<file path="src/rtl/fft_pkg.sv">
// Shared definitions for the FFT capture path: bank and fill-FSM encodings
// plus a width-generic bit-reverse helper.
package fft_pkg;

    localparam int LOG2_N_DEFAULT = 10;
    localparam int MAX_LOG2_N     = 12;

    typedef enum logic [1:0] {
        BANK_FREE,
        BANK_FILLING,
        BANK_FULL
    } bank_state_t;

    typedef enum logic {
        FILL,
        WAIT_BANK
    } fill_state_t;

    // Mirrors the low 'width' bits of value; anything above width comes back zero.
    function automatic logic [MAX_LOG2_N-1:0] bit_reverse(input logic [MAX_LOG2_N-1:0] value,
                                                          input int                    width);
        logic [MAX_LOG2_N-1:0] rev;
        rev = {<<{value}};
        return rev >> (MAX_LOG2_N - width);
    endfunction

endpackage

</file>
<file path="src/rtl/bitrev_addr_gen.sv">
// Per-frame sample counter with a mode latched on the first sample and a
// registered write address in either bit-reversed or natural order.
module bitrev_addr_gen
    import fft_pkg::*;
#(
    parameter int LOG2_N = LOG2_N_DEFAULT
) (
    input  logic              clk,
    input  logic              rst,
    input  logic              clr,
    input  logic              inc,
    input  logic              mode_in,
    output logic [LOG2_N-1:0] count,
    output logic [LOG2_N-1:0] addr,
    output logic              mode,
    output logic              last
);

    logic                  mode_eff;
    logic [LOG2_N-1:0]     addr_next;
    logic [MAX_LOG2_N-1:0] count_wide;
    logic [MAX_LOG2_N-1:0] count_rev;

    assign last     = (count == {LOG2_N{1'b1}});
    assign mode_eff = (count == '0) ? mode_in : mode;

    always_comb begin
        count_wide              = '0;
        count_wide[LOG2_N-1:0] = count;
        count_rev               = bit_reverse(count_wide, LOG2_N);
        addr_next               = mode_eff ? count_rev[LOG2_N-1:0] : count;
    end

    // The counter wraps to zero naturally after the last sample of a frame.
    always_ff @(posedge clk or negedge rst) begin
        if (!rst) begin
            count <= '0;
            addr  <= '0;
            mode  <= 1'b0;
        end else if (clr) begin
            count <= '0;
        end else if (inc) begin
            count <= count + 1'b1;
            addr  <= addr_next;
            mode  <= mode_eff;
        end
    end

endmodule

</file>
<file path="src/rtl/bitrev_frame_loader.sv">
// Ping-pong FFT input loader: writes a sample stream into two banks and hands
// completed frames to the FFT over a two-deep valid/ack presentation queue.
module bitrev_frame_loader
    import fft_pkg::*;
#(
    parameter int LOG2_N       = LOG2_N_DEFAULT,
    parameter int DATA_W       = 16,
    parameter bit DROP_ON_FULL = 1'b0
) (
    input  logic              clk,
    input  logic              rst,
    input  logic              clr,
    input  logic              bitrev_en,
    input  logic              s_valid,
    input  logic [DATA_W-1:0] s_data,
    output logic              s_ready,
    output logic              mem_we,
    output logic              mem_bank,
    output logic [LOG2_N-1:0] mem_addr,
    output logic [DATA_W-1:0] mem_wdata,
    output logic              frame_valid,
    output logic              frame_bank,
    output logic              frame_bitrev,
    input  logic              frame_ack,
    output logic [LOG2_N-1:0] count,
    output logic [15:0]       drop_cnt
);

    fill_state_t state_q, state_d;
    bank_state_t bank_q [2];
    bank_state_t bank_d [2];
    logic        fill_bank_q, fill_bank_d;
    logic        q_bank_q [2];
    logic        q_bank_d [2];
    logic        q_mode_q [2];
    logic        q_mode_d [2];
    logic [1:0]  q_cnt_q, q_cnt_d;
    logic        accept, pop, last, frame_mode, other;

    assign s_ready      = (state_q == FILL) || DROP_ON_FULL;
    assign accept       = s_valid && (state_q == FILL) && !clr;
    assign pop          = frame_ack && (q_cnt_q != 2'd0);
    assign other        = ~fill_bank_q;
    assign frame_valid  = (q_cnt_q != 2'd0);
    assign frame_bank   = q_bank_q[0];
    assign frame_bitrev = q_mode_q[0];

    bitrev_addr_gen #(
        .LOG2_N (LOG2_N)
    ) u_addr_gen (
        .clk     (clk),
        .rst     (rst),
        .clr     (clr && (state_q == FILL)),
        .inc     (accept),
        .mode_in (bitrev_en),
        .count   (count),
        .addr    (mem_addr),
        .mode    (frame_mode),
        .last    (last)
    );

    // The pop is applied first so a bank freed this cycle can be reused at once.
    always_comb begin
        state_d     = state_q;
        fill_bank_d = fill_bank_q;
        bank_d      = bank_q;
        q_bank_d    = q_bank_q;
        q_mode_d    = q_mode_q;
        q_cnt_d     = q_cnt_q;

        if (pop) begin
            bank_d[q_bank_q[0]] = BANK_FREE;
            q_bank_d[0]         = q_bank_q[1];
            q_mode_d[0]         = q_mode_q[1];
            q_cnt_d             = q_cnt_q - 2'd1;
        end

        if (state_q == FILL) begin
            if (accept) begin
                bank_d[fill_bank_q] = BANK_FILLING;
            end
            if (accept && last) begin
                bank_d[fill_bank_q]   = BANK_FULL;
                q_bank_d[q_cnt_d[0]] = fill_bank_q;
                q_mode_d[q_cnt_d[0]] = frame_mode;
                q_cnt_d               = q_cnt_d + 2'd1;
                if (bank_d[other] == BANK_FREE) begin
                    fill_bank_d   = other;
                    bank_d[other] = BANK_FILLING;
                end else begin
                    state_d = WAIT_BANK;
                end
            end
        end else begin
            if (bank_d[0] == BANK_FREE || bank_d[1] == BANK_FREE) begin
                fill_bank_d         = (bank_d[0] == BANK_FREE) ? 1'b0 : 1'b1;
                bank_d[fill_bank_d] = BANK_FILLING;
                state_d             = FILL;
            end
        end
    end

    always_ff @(posedge clk or negedge rst) begin
        if (!rst) begin
            state_q     <= FILL;
            fill_bank_q <= 1'b0;
            bank_q[0]   <= BANK_FREE;
            bank_q[1]   <= BANK_FREE;
            q_bank_q[0] <= 1'b0;
            q_bank_q[1] <= 1'b0;
            q_mode_q[0] <= 1'b0;
            q_mode_q[1] <= 1'b0;
            q_cnt_q     <= 2'd0;
            mem_we      <= 1'b0;
            mem_bank    <= 1'b0;
            mem_wdata   <= '0;
            drop_cnt    <= 16'd0;
        end else begin
            state_q     <= state_d;
            fill_bank_q <= fill_bank_d;
            bank_q      <= bank_d;
            q_bank_q    <= q_bank_d;
            q_mode_q    <= q_mode_d;
            q_cnt_q     <= q_cnt_d;
            mem_we      <= accept;
            if (accept) begin
                mem_bank  <= fill_bank_q;
                mem_wdata <= s_data;
            end
            if (DROP_ON_FULL && (state_q == WAIT_BANK) && s_valid && (drop_cnt != 16'hFFFF)) begin
                drop_cnt <= drop_cnt + 16'd1;
            end
        end
    end

endmodule

</file>
<file path="config.mk">
export PLATFORM = sky130hd
export DESIGN_NAME = bitrev_frame_loader
export DESIGN_NICKNAME = d
export VERILOG_FILES = /design/src/rtl/fft_pkg.sv /design/src/rtl/bitrev_addr_gen.sv /design/src/rtl/bitrev_frame_loader.sv
export SDC_FILE = /design/constraint.sdc
export NUM_CORES = 1
export LEC_CHECK = 0
export ABC_AREA = 0
export CORE_UTILIZATION = 40
export DETAILED_ROUTE_END_ITERATION = 8
export PLACE_DENSITY = 0.78
export SLEW_MARGIN = 20
export SYNTH_ARGS = -nofsm -noshare
export SYNTH_HDL_FRONTEND = slang
export SYNTH_SLANG_ARGS = --single-unit
</file>
<file path="constraint.sdc">
create_clock -name clk -period 4.65 [get_ports clk]
set_clock_uncertainty 0.2 [all_clocks]
set_input_delay 0.465 -clock clk [delete_from_list [all_inputs] [get_ports clk]]
set_output_delay 0.465 -clock clk [all_outputs]
set_load 0.02 [all_outputs]
</file>
; ---- Yosys cells after proc, flatten, opt, wreduce, memory -nomap -nowiden
; Cells that the tools add are included.
[classes]
n_eq_ne = 2
n_addsub = 3
magnitude_cmp = 10
mux = 44
reduce_logical = 23
bitwise_logic = 22
[ops]
columns = operator, n
row1 = two-way mux 10 bit, 3
row2 = two-way mux 2 bit, 14
row3 = two-way mux 4 bit, 7
row4 = two-way mux 1 bit, 13
row5 = "adder 10 x 1 -> 10 bit, second input constant", 1
row6 = "equality test 10 bit, second input constant", 1
row7 = ">= comparator 2 bit, second input constant", 5
row8 = logical AND 1 bit, 10
row9 = zero test 10 bit, 1
row10 = "less-than comparator 2 x 1 -> 1 bit, second input constant", 5
row11 = inverter 1 -> 2 bit, 5
row12 = AND 2 bit, 4
row13 = demux 2 bit (select 1 bit), 4
row14 = inverter 2 bit, 4
row15 = OR 2 bit, 4
row16 = nonzero test 2 bit, 4
row17 = zero test 2 bit, 3
row18 = AND 4 bit, 1
row19 = bitwise mux 2 bit, 2
row20 = inverter 4 bit, 1
row21 = AND reduction 2 bit, 2
row22 = inverter 1 bit, 3
row23 = AND reduction 3 bit, 1
row24 = "adder 2 x 1 -> 2 bit, second input constant", 1
row25 = other kinds (5), 5
[word_totals]
regBits = 51
in_bits = 22

; ---- Depth between registers and ports, before layout
[logic_depth]
depth_word = 19
mapped_depth = 8
depth_no_buf = 7

; ---- Modules after synthesis
; From an unflattened synthesis, not the netlist that was laid out.
[hier_totals]
hier_cells = 298
hier_area_um2 = 2708.8
[modules_own_cells]
columns = mod, cells_each, area_per_inst_um2, n_inst
row1 = bitrev_frame_loader, 174, 1520.2, 1
row2 = bitrev_addr_gen, 124, 1188.6, 1

; ---- Least setup slack after synthesis
; Ideal clock, no wire load.
[synth_path]
kind = reg2reg
startpoint = register u_addr_gen.count[3]
endpoint = register q_bank_q, in the netlist frame_bank
stages_incl_launch_ff = 7
t_arrival_ps = 2045
setup_ps = 128
required_ps = 4322
synth_period_minus_slack_ps = 2373
n_path_buf = 2
setup_slack_ps = 2277
path_cell_list = dfrtp_1 clkbuf_1 nand3_1 or4_1 buf_2 nor3_4 mux2_1
[synth_lines]
columns = element, line
row1 = from (decl), bitrev_addr_gen.sv:13  ; output logic [LOG2_N-1:0] count,
row2 = from (signal assigned), bitrev_addr_gen.sv:43  ; count <= count + 1'b1;
row3 = to (signal assigned), bitrev_frame_loader.sv:122  ; q_bank_q <= q_bank_d;
row4 = to (decl), bitrev_frame_loader.sv:33  ; logic q_bank_q [2];

; ---- Worst setup path in the final report
[layout_path]
startpoint = input port s_valid
endpoint = register u_addr_gen.addr[9]
[layout_via]
elab_chain_len = 3
[layout_rtl]
columns = element, line
row1 = from (decl), bitrev_frame_loader.sv:14  ; input logic s_valid,
row2 = logical AND 1 bit (2 in series), bitrev_frame_loader.sv:41  ; assign accept = s_valid && (state_q == FILL) && !clr;
row3 = AND reduction 2 bit (no line), -
row4 = to (signal assigned), bitrev_addr_gen.sv:44  ; addr <= addr_next;
row5 = to (decl), bitrev_addr_gen.sv:14  ; output logic [LOG2_N-1:0] addr,
; Every way passes these cells.
; A chain may end at the register's enable or synchronous reset.

==> metrics <==
status=completed; kind of critical path=in2reg; crit path max fanout=41; Netlist Area Pre-Place=2567 sq um; Sw Share=32.51%; Post-Route WL=5782 um; worst-margin pin slew=0.6356 ns; critical path capture point type=register; CP Cell Sequence=clkdlybuf4s50_1, or3b_4, clkinv_1, buf_4, a31oi_1, o22ai_1, nor3_1; Max Cap Viol=0; YS warnings=16; Post-CTS Setup Inserts=0; via/cell ratio=5.224; gr ovfl total=0; crit path time final=2.887 ns; number of port buffers=63; CTS tree=done; commonest non-fill, non-tap cell in the layout=nand2_1; RSZ-0062 raised after global routing=no; Final Wtd Congestion=0.8353; metal3 WL=407 um; pre-CTS setup slack=1.451 ns; Die ar.=6743 sq um; nets@finish=368; vias in the first global route=2,102; Top delay family on crit path=buffers and inverters; DRC=0; Worst EP arrival=2.92 ns; Layout Area Growth over Synthesis=27.68%; clk root buf=clkbuf_8; # diodes=0; Final WS setup=1.763 ns; cts bufs inserted=5; CP max stage delay=0.54 ns; CP max-delay cell=or3b_4; Int Pwr=0.8143 mW; final slew viol count=0; CP Launch Type=input pin; Post-synth EDFFs=0; Comb pwr share=28.7%; layout cells sized above 1=5.523%; Slew HR=57.62%; Critical Path RT=4.68 ns; DRT iter0 DRCs=194; CTS clock-pin slew for the worst setup and hold paths=0.09 ns; Worst VDD drop=0.1736 mV; final setup vio count=0; first-pass GRT wire length=9798 um; Post-Syn Instances=289; Starting Density=42.36%; Sequential Power Share=45.3%; core area=6061 sq um; die width=82.12 um; Setup TNS Final=0 ns; leakage power=1.467 nW; clock latency on the worst-skew pair=0.31 ns; Cell Pwr Density=368.1 nW/um^2; switching power=0.3923 mW; antenna violations before repair=0; routed len/inst=13.80 um; post-route ant nets=0; Pre-antenna DRT Iters=5; Rows=28; GR Util All Layers=19.29%; # IOs=80; Main synth FF type=dfrtp_1; FFs w/ async S/R, synth=100.0%; Buf+Inv Stages, Crit Path=3; Final period util=62.08%; Achievable Freq=346.4 MHz; Metal-1 WL=2482 um; Seq/Total Area, Yosys=49.71%; max layer used=met4; Clock Tree Buf Depth=2; largest net degree at the start of global routing=52; via count=2,189; Hold Crit Class=in2async; Clock Power Share=26.0%; CTS Sinks=51; Synth Register Bits=51; H-tree depth=2; post-CTS sizing=0; hpwl dp=4035 um; most frequent cells in the layout=nand2_1 (71), clkdlybuf4s50_1 (62), dfrtp_1 (51); Met2 Routed Length=2780 um; average size of a mapped cell=8.884 sq um; synth unique cells=43; hold_buf cts=0; die height=82.12 um; final hold viol count=0
==> worst paths after layout <==
path,cells after the start,slack (ns),endpoint,from
worst max-delay path,7,1.76,u_addr_gen.addr[9]$_DFFE_PN0P_,s_valid
worst min-delay path,2,0.04,u_addr_gen.addr[0]$_DFFE_PN0P_,rst
worst max register to register,6,1.76,u_addr_gen.addr[9]$_DFFE_PN0P_,state_q$_DFF_PN0_
worst min register to register,2,0.28,mem_wdata[13]$_DFFE_PN0N_,mem_wdata[13]$_DFFE_PN0N_
max in group asynchronous,2,3.78,mem_wdata[13]$_DFFE_PN0N_,rst
min in group clk,2,0.28,mem_wdata[13]$_DFFE_PN0N_,mem_wdata[13]$_DFFE_PN0N_
==> final cells by class <==
| type | count | area, sq um |
|---|---|---|
| Clock inverter | 3 | 43.79 |
| Tap cell | 75 | 93.84 |
| Timing Repair Buffer | 65 | 640.6 |
| Multi-Input combinational cell | 212 | 1125 |
| Clock buffer | 5 | 68.82 |
| Inverter | 8 | 30.03 |
| Fill cell | 545 | 2783 |
| Sequential cell | 51 | 1276 |
==> worst reg2reg max path, stage by stage, from the launching register on <==
cell,delay (ns)
dfrtp_1,0.58
or3b_4,0.51
clkinv_1,0.52
buf_4,0.36
a31oi_1,0.34
o22ai_1,0.14
nor3_1,0.16
==> synth_stat cells, drive strengths merged (2+ instances only) <==
library cell	count	area, sq um
nand4	2	12.51
clkbuf	13	48.80
nor3	9	56.31
o21ai	18	90.09
nor2	25	93.84
mux2i	3	30.03
o31ai	4	30.03
o22ai	7	43.79
mux2	6	67.56
ha	3	37.54
nand2	71	266.5
xnor2	4	35.03
xor2	2	17.52
dfrtp	51	1276
nor2b	4	25.02
a221oi	2	17.52
nand3	8	40.04
a31oi	2	12.51
a21oi	8	40.04
nor4	4	40.04
o21a	2	15.01
buf	20	143.9
inv	7	26.28
==> power groups by stage <==
stage	sequential (mW)	combinational, mW	clock (mW)
5_1_grt	0.556	0.383	0.337
2_1_floorplan	0.580	0.187	0
3_5_place_dp	0.555	0.346	0
6_report	0.547	0.346	0.314
3_3_place_gp	0.557	0.337	0
4_1_cts	0.547	0.348	0.319
==> through the flow <==
stage	instance area (sq um)	total power [mW]	util [%]	hold slack (ns)	instances
final	3278	1.207	54.09	0.04248	419
after global routing	3278	1.275	54.09	0.1005	419
after CTS	3278	1.214	54.09	0.07421	419
after detailed placement	3166	0.9010	52.23	0.2620	411
after global placement	3166	0.8940	52.23	0.2622	411
after floorplan	2624	0.7673	-	-0.03059	304
==> per-layer routing <==
layer | GRT usage (%) | up-vias
li1 | - | 1047
met1 | 25.39 | 1039
met2 | 30.74 | 93
met3 | 4.066 | 10
met4 | 8.246 | 0
met5 | 0 | -
==> state kept, by name, summed over array words and instances (netlist names), named ones only <==
signal            cells
bank_q                4
fill_bank_q           1
frame_bank            1
frame_bitrev          1
mem_bank              1
mem_wdata            16
mem_we                1
q_cnt_q               2
state_q               1
u_addr_gen.addr      10
u_addr_gen.count     10
u_addr_gen.mode       1
==> logic make-up (layout without fill, tap and decap cells) <==
kind of cell | Yosys count | after routing | share of synthesized area (%)
other cells | 1 | 16 | 0.1461
mux | 9 | 9 | 3.801
fa+ha+maj | 3 | 3 | 1.462
compound gates | 47 | 47 | 11.06
xor+xnor | 6 | 6 | 2.047
simple gates | 131 | 131 | 23.10
flops | 51 | 51 | 49.71
buf+inv | 41 | 81 | 8.675
(Power assumes the default switching activity.)
